[config.mk]
export PLATFORM = sky130hd
export DESIGN_NAME = bank_access_arbiter_flat
export DESIGN_NICKNAME = d
export VERILOG_FILES = /design/src/rtl/bank_access_arbiter_if.sv /design/src/rtl/bank_access_arbiter.sv /design/src/flat_wrapper.sv
export SDC_FILE = /design/constraint.sdc
export NUM_CORES = 1
export LEC_CHECK = 0
export CORE_MARGIN = 8
export CORE_UTILIZATION = 30
export DETAILED_ROUTE_END_ITERATION = 16
export PLACE_DENSITY_LB_ADDON = 0.12
export SLEW_MARGIN = 20
export SYNTH_ARGS = -nofsm -noshare
export SYNTH_HDL_FRONTEND = slang
export SYNTH_SLANG_ARGS = --single-unit
[constraint.sdc]
create_clock -name clk -period 2.6 [get_ports clk]
set_clock_uncertainty 0.05 [all_clocks]
set_input_delay 0.52 -clock clk [delete_from_list [all_inputs] [get_ports clk]]
set_output_delay 0.52 -clock clk [all_outputs]
set_load 0.03 [all_outputs]
[src/rtl/bank_access_arbiter_if.sv]
// Request/grant bundle between two bank requesters (A, B) and the bank arbiter, plus the scan outputs.
// The master modport is the requester side; the slave modport is the arbiter.
interface bank_access_arbiter_if #(
  parameter int WIDTH = 4,
  parameter int AW    = 2
);
  logic             req_a;
  logic             we_a;
  logic [AW-1:0]    addr_a;
  logic [WIDTH-1:0] wdata_a;
  logic             gnt_a;
  logic [WIDTH-1:0] rdata_a;

  logic             req_b;
  logic             we_b;
  logic [AW-1:0]    addr_b;
  logic [WIDTH-1:0] wdata_b;
  logic             gnt_b;
  logic [WIDTH-1:0] rdata_b;

  logic             err;
  logic [WIDTH-1:0] scan_data;
  logic [AW-1:0]    scan_idx;

  modport master (
    output req_a, we_a, addr_a, wdata_a,
    output req_b, we_b, addr_b, wdata_b,
    input  gnt_a, rdata_a, gnt_b, rdata_b, err, scan_data, scan_idx
  );

  modport slave (
    input  req_a, we_a, addr_a, wdata_a,
    input  req_b, we_b, addr_b, wdata_b,
    output gnt_a, rdata_a, gnt_b, rdata_b, err, scan_data, scan_idx
  );
endinterface

[src/rtl/bank_access_arbiter.sv]
// Round-robin arbiter sharing a DEPTH-slot register bank between requesters A and B; BANK_SCAN_EN adds a slot scanner.
// Latency: grant, write commit and read data one cycle after the request is sampled; backpressure: req held until its gnt.
module bank_access_arbiter #(
  parameter int WIDTH    = 4,
  parameter int DEPTH    = 3,
  parameter int AW       = 2,
  parameter int SCAN_DIV = 8
) (
  input  logic                  clk,
  input  logic                  rst_n,
  bank_access_arbiter_if.slave  bus
);

  if (SCAN_DIV < 1 || DEPTH < 2 || DEPTH > (1 << AW)) begin : g_param_check
    $error("bank_access_arbiter: invalid WIDTH/DEPTH/AW/SCAN_DIV combination");
  end

  typedef enum logic {PREF_A, PREF_B} ptr_e;

  ptr_e             ptr_q, ptr_d;
  logic [WIDTH-1:0] mem [DEPTH];

  logic             elig_a, elig_b, win_a, win_b, win_any;
  logic             sel_we, hit;
  logic [AW-1:0]    sel_addr;
  logic [WIDTH-1:0] sel_wdata, rd;

  always_ff @(posedge clk or negedge rst_n) begin
    if (!rst_n) ptr_q <= PREF_A;
    else        ptr_q <= ptr_d;
  end

  // A requester granted last cycle sits out this one, which is what makes contention alternate.
  always_comb begin
    elig_a    = bus.req_a & ~bus.gnt_a;
    elig_b    = bus.req_b & ~bus.gnt_b;
    win_a     = elig_a & (~elig_b | (ptr_q == PREF_A));
    win_b     = elig_b & (~elig_a | (ptr_q == PREF_B));
    win_any   = win_a | win_b;
    ptr_d     = ptr_q;
    if (win_a)      ptr_d = PREF_B;
    else if (win_b) ptr_d = PREF_A;
    sel_we    = win_a ? bus.we_a    : bus.we_b;
    sel_addr  = win_a ? bus.addr_a  : bus.addr_b;
    sel_wdata = win_a ? bus.wdata_a : bus.wdata_b;
    hit       = 1'b0;
    rd        = '0;
    for (int i = 0; i < DEPTH; i++) begin
      if (sel_addr == AW'(i)) begin
        hit = 1'b1;
        rd  = mem[i];
      end
    end
  end

  always_ff @(posedge clk or negedge rst_n) begin
    if (!rst_n) begin
      for (int i = 0; i < DEPTH; i++) mem[i] <= '0;
      bus.gnt_a   <= 1'b0;
      bus.gnt_b   <= 1'b0;
      bus.err     <= 1'b0;
      bus.rdata_a <= '0;
      bus.rdata_b <= '0;
    end else begin
      bus.gnt_a <= win_a;
      bus.gnt_b <= win_b;
      bus.err   <= win_any & ~hit;
      if (win_a & ~bus.we_a) bus.rdata_a <= rd;
      if (win_b & ~bus.we_b) bus.rdata_b <= rd;
      // Out-of-range writes never match a slot, so they drop silently.
      for (int i = 0; i < DEPTH; i++) begin
        if (win_any && sel_we && sel_addr == AW'(i)) mem[i] <= sel_wdata;
      end
    end
  end

`ifdef BANK_SCAN_EN
  localparam int CW = (SCAN_DIV > 1) ? $clog2(SCAN_DIV) : 1;

  logic [CW-1:0]    div_q;
  logic [WIDTH-1:0] scan_rd;

  always_comb begin
    scan_rd = '0;
    for (int i = 0; i < DEPTH; i++) begin
      if (bus.scan_idx == AW'(i)) scan_rd = mem[i];
    end
  end

  always_ff @(posedge clk or negedge rst_n) begin
    if (!rst_n) begin
      div_q         <= '0;
      bus.scan_idx  <= '0;
      bus.scan_data <= '0;
    end else begin
      bus.scan_data <= scan_rd;
      if (div_q == CW'(SCAN_DIV - 1)) begin
        div_q        <= '0;
        bus.scan_idx <= (bus.scan_idx == AW'(DEPTH - 1)) ? '0 : bus.scan_idx + 1'b1;
      end else begin
        div_q <= div_q + 1'b1;
      end
    end
  end
`else
  assign bus.scan_data = '0;
  assign bus.scan_idx  = '0;
`endif

endmodule

[src/flat_wrapper.sv]
// flat-port wrapper written by rule: the top's interface ports become plain ports
module bank_access_arbiter_flat 
#(
  parameter int WIDTH    = 4,
  parameter int DEPTH    = 3,
  parameter int AW       = 2,
  parameter int SCAN_DIV = 8
)
  (clk, rst_n, bus_req_a, bus_we_a, bus_addr_a, bus_wdata_a, bus_req_b, bus_we_b, bus_addr_b, bus_wdata_b, bus_gnt_a, bus_rdata_a, bus_gnt_b, bus_rdata_b, bus_err, bus_scan_data, bus_scan_idx);
  bank_access_arbiter_if #(.WIDTH(WIDTH), .AW(AW)) bus_i ();
  input  logic clk;
  input  logic rst_n;
  input wire logic [$bits(bus_i.req_a)-1:0] bus_req_a;
  input wire logic [$bits(bus_i.we_a)-1:0] bus_we_a;
  input wire logic [$bits(bus_i.addr_a)-1:0] bus_addr_a;
  input wire logic [$bits(bus_i.wdata_a)-1:0] bus_wdata_a;
  input wire logic [$bits(bus_i.req_b)-1:0] bus_req_b;
  input wire logic [$bits(bus_i.we_b)-1:0] bus_we_b;
  input wire logic [$bits(bus_i.addr_b)-1:0] bus_addr_b;
  input wire logic [$bits(bus_i.wdata_b)-1:0] bus_wdata_b;
  output wire logic [$bits(bus_i.gnt_a)-1:0] bus_gnt_a;
  output wire logic [$bits(bus_i.rdata_a)-1:0] bus_rdata_a;
  output wire logic [$bits(bus_i.gnt_b)-1:0] bus_gnt_b;
  output wire logic [$bits(bus_i.rdata_b)-1:0] bus_rdata_b;
  output wire logic [$bits(bus_i.err)-1:0] bus_err;
  output wire logic [$bits(bus_i.scan_data)-1:0] bus_scan_data;
  output wire logic [$bits(bus_i.scan_idx)-1:0] bus_scan_idx;
  assign bus_i.req_a = bus_req_a;
  assign bus_i.we_a = bus_we_a;
  assign bus_i.addr_a = bus_addr_a;
  assign bus_i.wdata_a = bus_wdata_a;
  assign bus_i.req_b = bus_req_b;
  assign bus_i.we_b = bus_we_b;
  assign bus_i.addr_b = bus_addr_b;
  assign bus_i.wdata_b = bus_wdata_b;
  assign bus_gnt_a = bus_i.gnt_a;
  assign bus_rdata_a = bus_i.rdata_a;
  assign bus_gnt_b = bus_i.gnt_b;
  assign bus_rdata_b = bus_i.rdata_b;
  assign bus_err = bus_i.err;
  assign bus_scan_data = bus_i.scan_data;
  assign bus_scan_idx = bus_i.scan_idx;
  bank_access_arbiter #(.WIDTH(WIDTH), .DEPTH(DEPTH), .AW(AW), .SCAN_DIV(SCAN_DIV)) u_core (.clk(clk), .rst_n(rst_n), .bus(bus_i));
endmodule
After elaboration in Yosys (flattened, before gate mapping)
Index checks and enable logic that the tools add are counted.

Memory bits (read-only): 0. Latch bits: 0. Input bits: 18. Register bits: 24. Memory bits (writable): 0. Memories kept: 0. Logic and storage cells: 46. Output and inout port bits: 17.

$mul: 0. Eq/ne operators: 2. Shift operators: 0. Reductions and logical operators: 6. Div/mod/pow operators: 0. $lt $le $gt $ge: 0. $add $sub $neg: 0. Mux-type cells: 11. Bitwise logic cells: 18.

Operators by type and width (number): two-way mux 4 bit (4); NOT 1 bit (8); bitwise AND 1 bit (7); two-way mux 1 bit (6); logical AND 1 bit (4); OR 1 bit (3); == test 2 x 1 -> 1 bit (second input constant) (1); == test 2 bit (second input constant) (1); logical NOT 2 bit (1); two-way mux 2 bit (1); nonzero test 2 bit (1).

Longest topological paths before layout
Depth in word-level cells: 12. Depth in mapped cells: 8. Gate-level depth less buffers: 6.

Least setup slack after synthesis
Ideal clock, no wire load.

Path kind: input-to-reg. Start point: input port bus_req_a. End point: register u_core.mem[0] in the netlist's numbering. Library setup time: 125 ps. Stages on the path: 7. Setup slack: 780 ps. Buffers on the path: 1. Arrival: 1645 ps. Path through: nor2b_2 > buf_6 > nand2_8 > inv_6 > nor3_2 > a32o_2 > mux2_2.

Word-level cells in the longest chain between the ends: 7. Elaborated cells on any way between the ends: 12. Classes of those cells: eq/ne (1); mux (3); bitwise (6); reduce/logical (2).

Ends and longest elaborated chain: start, declared (line flat_wrapper.sv:13) `input wire logic [$bits(bus_i.req_a)-1:0] bus_req_a;`; bitwise AND 1 bit (*) (line bank_access_arbiter.sv:35) `elig_a = bus.req_a & ~bus.gnt_a;`; NOT 1 bit (line bank_access_arbiter.sv:38) `win_b = elig_b & (~elig_a | (ptr_q == PREF_B));`; OR 1 bit (line bank_access_arbiter.sv:38); bitwise AND 1 bit (line bank_access_arbiter.sv:38); OR 1 bit (line bank_access_arbiter.sv:39) `win_any = win_a | win_b;`; logical AND 1 bit (2 in series) (line bank_access_arbiter.sv:72) `if (win_any && sel_we && sel_addr == AW'(i)) mem[i] <= sel_wdata;`; end signal, assigned by index (line bank_access_arbiter.sv:72); end, declared (line bank_access_arbiter.sv:21) `logic [WIDTH-1:0] mem [DEPTH];`.

Mark *: on every way between the ends. The rest lies on a longest branch, timed or not. A chain may end at the register's enable or synchronous reset.

Worst setup path after layout
Start point: input port bus_req_a. End point: register u_core.bus.rdata_a[2].

Word-level cells in the longest chain between the ends: 7. Elaborated cells on any way between the ends: 10. Classes of those cells: eq/ne (2); mux (4); bitwise (3); reduce/logical (1).

Ends and longest elaborated chain: bitwise AND 1 bit (*) (line bank_access_arbiter.sv:35); bitwise AND 1 bit (*) (line bank_access_arbiter.sv:37) `win_a = elig_a & (~elig_b | (ptr_q == PREF_A));`; two-way mux 2 bit (line bank_access_arbiter.sv:44) `sel_addr = win_a ? bus.addr_a : bus.addr_b;`; logical NOT 2 bit (line bank_access_arbiter.sv:49) `if (sel_addr == AW'(i)) begin`; two-way mux 4 bit (3 in series) (line bank_access_arbiter.sv:49); end signal, assigned (line bank_access_arbiter.sv:68) `if (win_a & ~bus.we_a) bus.rdata_a <= rd;`; end, declared (line bank_access_arbiter_if.sv:34) `output gnt_a, rdata_a, gnt_b, rdata_b, err, scan_data, scan_idx`.

Marks and branches as above.

==> impl_metrics.json <==
{
  "outcome": "finished, final reports clean",
  "rsz0062_at_grt": "no",
  "nFillCells": 436,
  "die_h_um": 82.4,
  "synth_mux_area_frac": 0.170,
  "report.final.slew_viol_count": 0,
  "use_met2": 0.161,
  "drtPass1Iterations": 4,
  "netlist_area_um2": 1320,
  "synth-xor-area-share": 0,
  "rows": 24,
  "drtAntennaViolNets": 0,
  "path_class": "primary input to flop",
  "cp.arrival_ps": 2380,
  "synth_edf_count": 0,
  "hold_viol": 0,
  "synth.avg_cell_area_um2": 11.0,
  "synth-simple-area-share": 0.161,
  "utilization": 0.399,
  "maxCapViolations": 0,
  "antenna_found_initial": 0,
  "dieArea_um2": 6790,
  "tritoncts": "built",
  "p_per_area_nw_per_um2": 910,
  "end_kind": "flop",
  "coreArea_um2": 4290,
  "synth-seq-cells": 24,
  "ir_worst_vdd_mv": 0.287,
  "grt_use_met1": 0.117,
  "max_freq_ghz": 0.441,
  "worstPathRequired_ps": 2710,
  "via_count": 959,
  "synth_compound_gate_area_share": 0.122,
  "drt-wirelength-per-cell_um": 15.3,
  "track_usage": 0.0967,
  "viasPerCell": 4.70,
  "numClockSinks": 24,
  "root_buffer": "clkbuf_8",
  "cts.path.max_buffers": 2,
  "htree_num_levels": 1,
  "gp_congestion": 0.856,
  "cts_buffers": 3,
  "grt_pass1_vias": 1005,
  "fin_setup_tns_ps": 0,
  "initial_core_util": 0.308,
  "clkLatencyLatePin_ps": 270,
  "post-cts-setup-buffer-count": 0,
  "post-route-drc-count": 0,
  "boundaryPins": 35,
  "ys_warn_count": 0,
  "post-route-min-period_ps": 2270,
  "multi_input_area_um2": 622,
  "cts_resized": 0,
  "yosysUniqueCellTypes": 30,
  "finalCritPeriodShare": 0.872,
  "drt_wl_total_um": 3120,
  "seq_area_um2": 601,
  "cp-start-kind": "primary input",
  "setup_viol": 0,
  "layout-drive-gt1-share": 0.237,
  "area_growth_pct": 29.7,
  "yosys.area_share.adder": 0,
  "gr-total-overflow": 0,
  "crit_fanout": 6,
  "path_clk_slew_ps": 90,
  "holdCritPathClass": "flop to flop",
  "syn-instance-count": 120,
  "ys_seq_area_frac": 0.454,
  "io_buffers": 28,
  "gr-usage-met3": 0.0281,
  "leakage_nw": 0.758,
  "nets": 171,
  "grt_pass1_wl_um": 5060,
  "ys_async_sr_fraction": 1.00,
  "grt_max_degree": 25,
  "n_antenna_cell": 0,
  "dieWidth_um": 82.4,
  "drt-initial-drc-count": 65,
  "busiest_layer": "met2",
  "synth_top_flop_cell": "dfrtp_1",
  "place_hpwl_um": 2420,
  "synth_top_family_by_area": "multiplexers",
  "hold_buffers": 0
}
==> cells by family after synthesis <==
family / after synthesis
compound gates: 22
buf+inv: 20
flops: 24
mux: 20
other cells: 1
simple gates: 33
==> sequential cells by signal, summed over array words and instances (netlist names) <==
signal	flops
u_core.bus.rdata_b	4
u_core.bus.err	1
u_core.bus.gnt_b	1
u_core.bus.gnt_a	1
u_core.bus.rdata_a	4
u_core.ptr_q	1
u_core.mem	12
==> layer usage <==
| metal | share of wire | up-vias |
|---|---|---|
| met2 | 0.50 | 18 |
| met5 | 0 | - |
| li1 | - | 473 |
| met1 | 0.43 | 466 |
| met3 | 0.066 | 2 |
| met4 | 0.0051 | 0 |
==> worst paths after layout <==
kind                                   from                     to  slack (ps)  cells after the start
max                               bus_req_a  u_core.bus.rdata_a[2]         330                      6
min reg2reg                   u_core.mem[7]          u_core.mem[7]         460                      1
max reg2reg                u_core.bus.gnt_a  u_core.bus.rdata_a[2]         650                      5
min in group asynchronous             rst_n       u_core.bus.gnt_a         560                      2
min                           u_core.mem[7]          u_core.mem[7]         460                      1
max in group asynchronous             rst_n  u_core.bus.rdata_b[1]        1700                      2
==> report_power, final <==
part           switching [mW]  leakage, nW  internal, mW  total [mW]
clock network           0.124       0.0357         0.206       0.330
logic                   0.330        0.423         0.296       0.626
registers              0.0818        0.299         0.523       0.605
==> cell type report <==
type | instances | share of cell area
inverter | 11 | 0.0270
clock buffer | 3 | 0.0241
tap | 52 | 0.0379
clock inverter | 1 | 0.0175
timing repair buffer | 32 | 0.181
sequential | 24 | 0.350
multi-input combinational | 81 | 0.363
==> Yosys cell counts (2+ instances only) <==
cell,number,share of area
mux2_2,19,0.16
buf_4,6,0.034
a21oi_1,8,0.030
inv_1,10,0.028
and2b_1,2,0.011
nor2b_1,2,0.0095
nand2_1,13,0.037
nor2_1,3,0.0085
a31oi_1,4,0.019
o221ai_1,4,0.026
dfrtp_1,24,0.45
buf_6,2,0.017
nand3b_1,4,0.023
nand3_1,3,0.011
==> worst max-delay path: stages <==
cell and delay (ps):
clkdlybuf4s50_1 440, nor2b_2 360, a211oi_1 130, a21oi_1 350
o221ai_1 260, mux2_2 310
==> through the flow <==
stage / instance area (um^2) / cells / hold slack [ps] / worst slack, ps / power, mW
3_3_place_gp: 1640 / 200 / 419 / 84.1 / 1.24
6_report: 1720 / 204 / 460 / 332 / 1.56
3_5_place_dp: 1640 / 200 / 432 / 73.6 / 1.25
2_1_floorplan: 1340 / 125 / 174 / 780 / 1.01
5_1_grt: 1720 / 204 / 485 / 246 / 1.67
4_1_cts: 1720 / 204 / 460 / 357 / 1.58
==> cell usage in the layout, fill, tap and decap left out, drive strengths merged <==
cell           count
clkdlybuf4s50     28
dfrtp             24
mux2              20
nand2             14
inv               11
a21oi              9
conb               6
nand3b             5
a31oi              4
o221ai             4
buf                4
nand3              3
nor2               3
clkbuf             3
nor2b              3
and2b              2
a21boi             1
nand2b             1
a211oi             1
o21ai              1
nor3               1
a32o               1
o31ai              1
nor4b              1
bufinv             1
(Power assumes the default switching activity.)
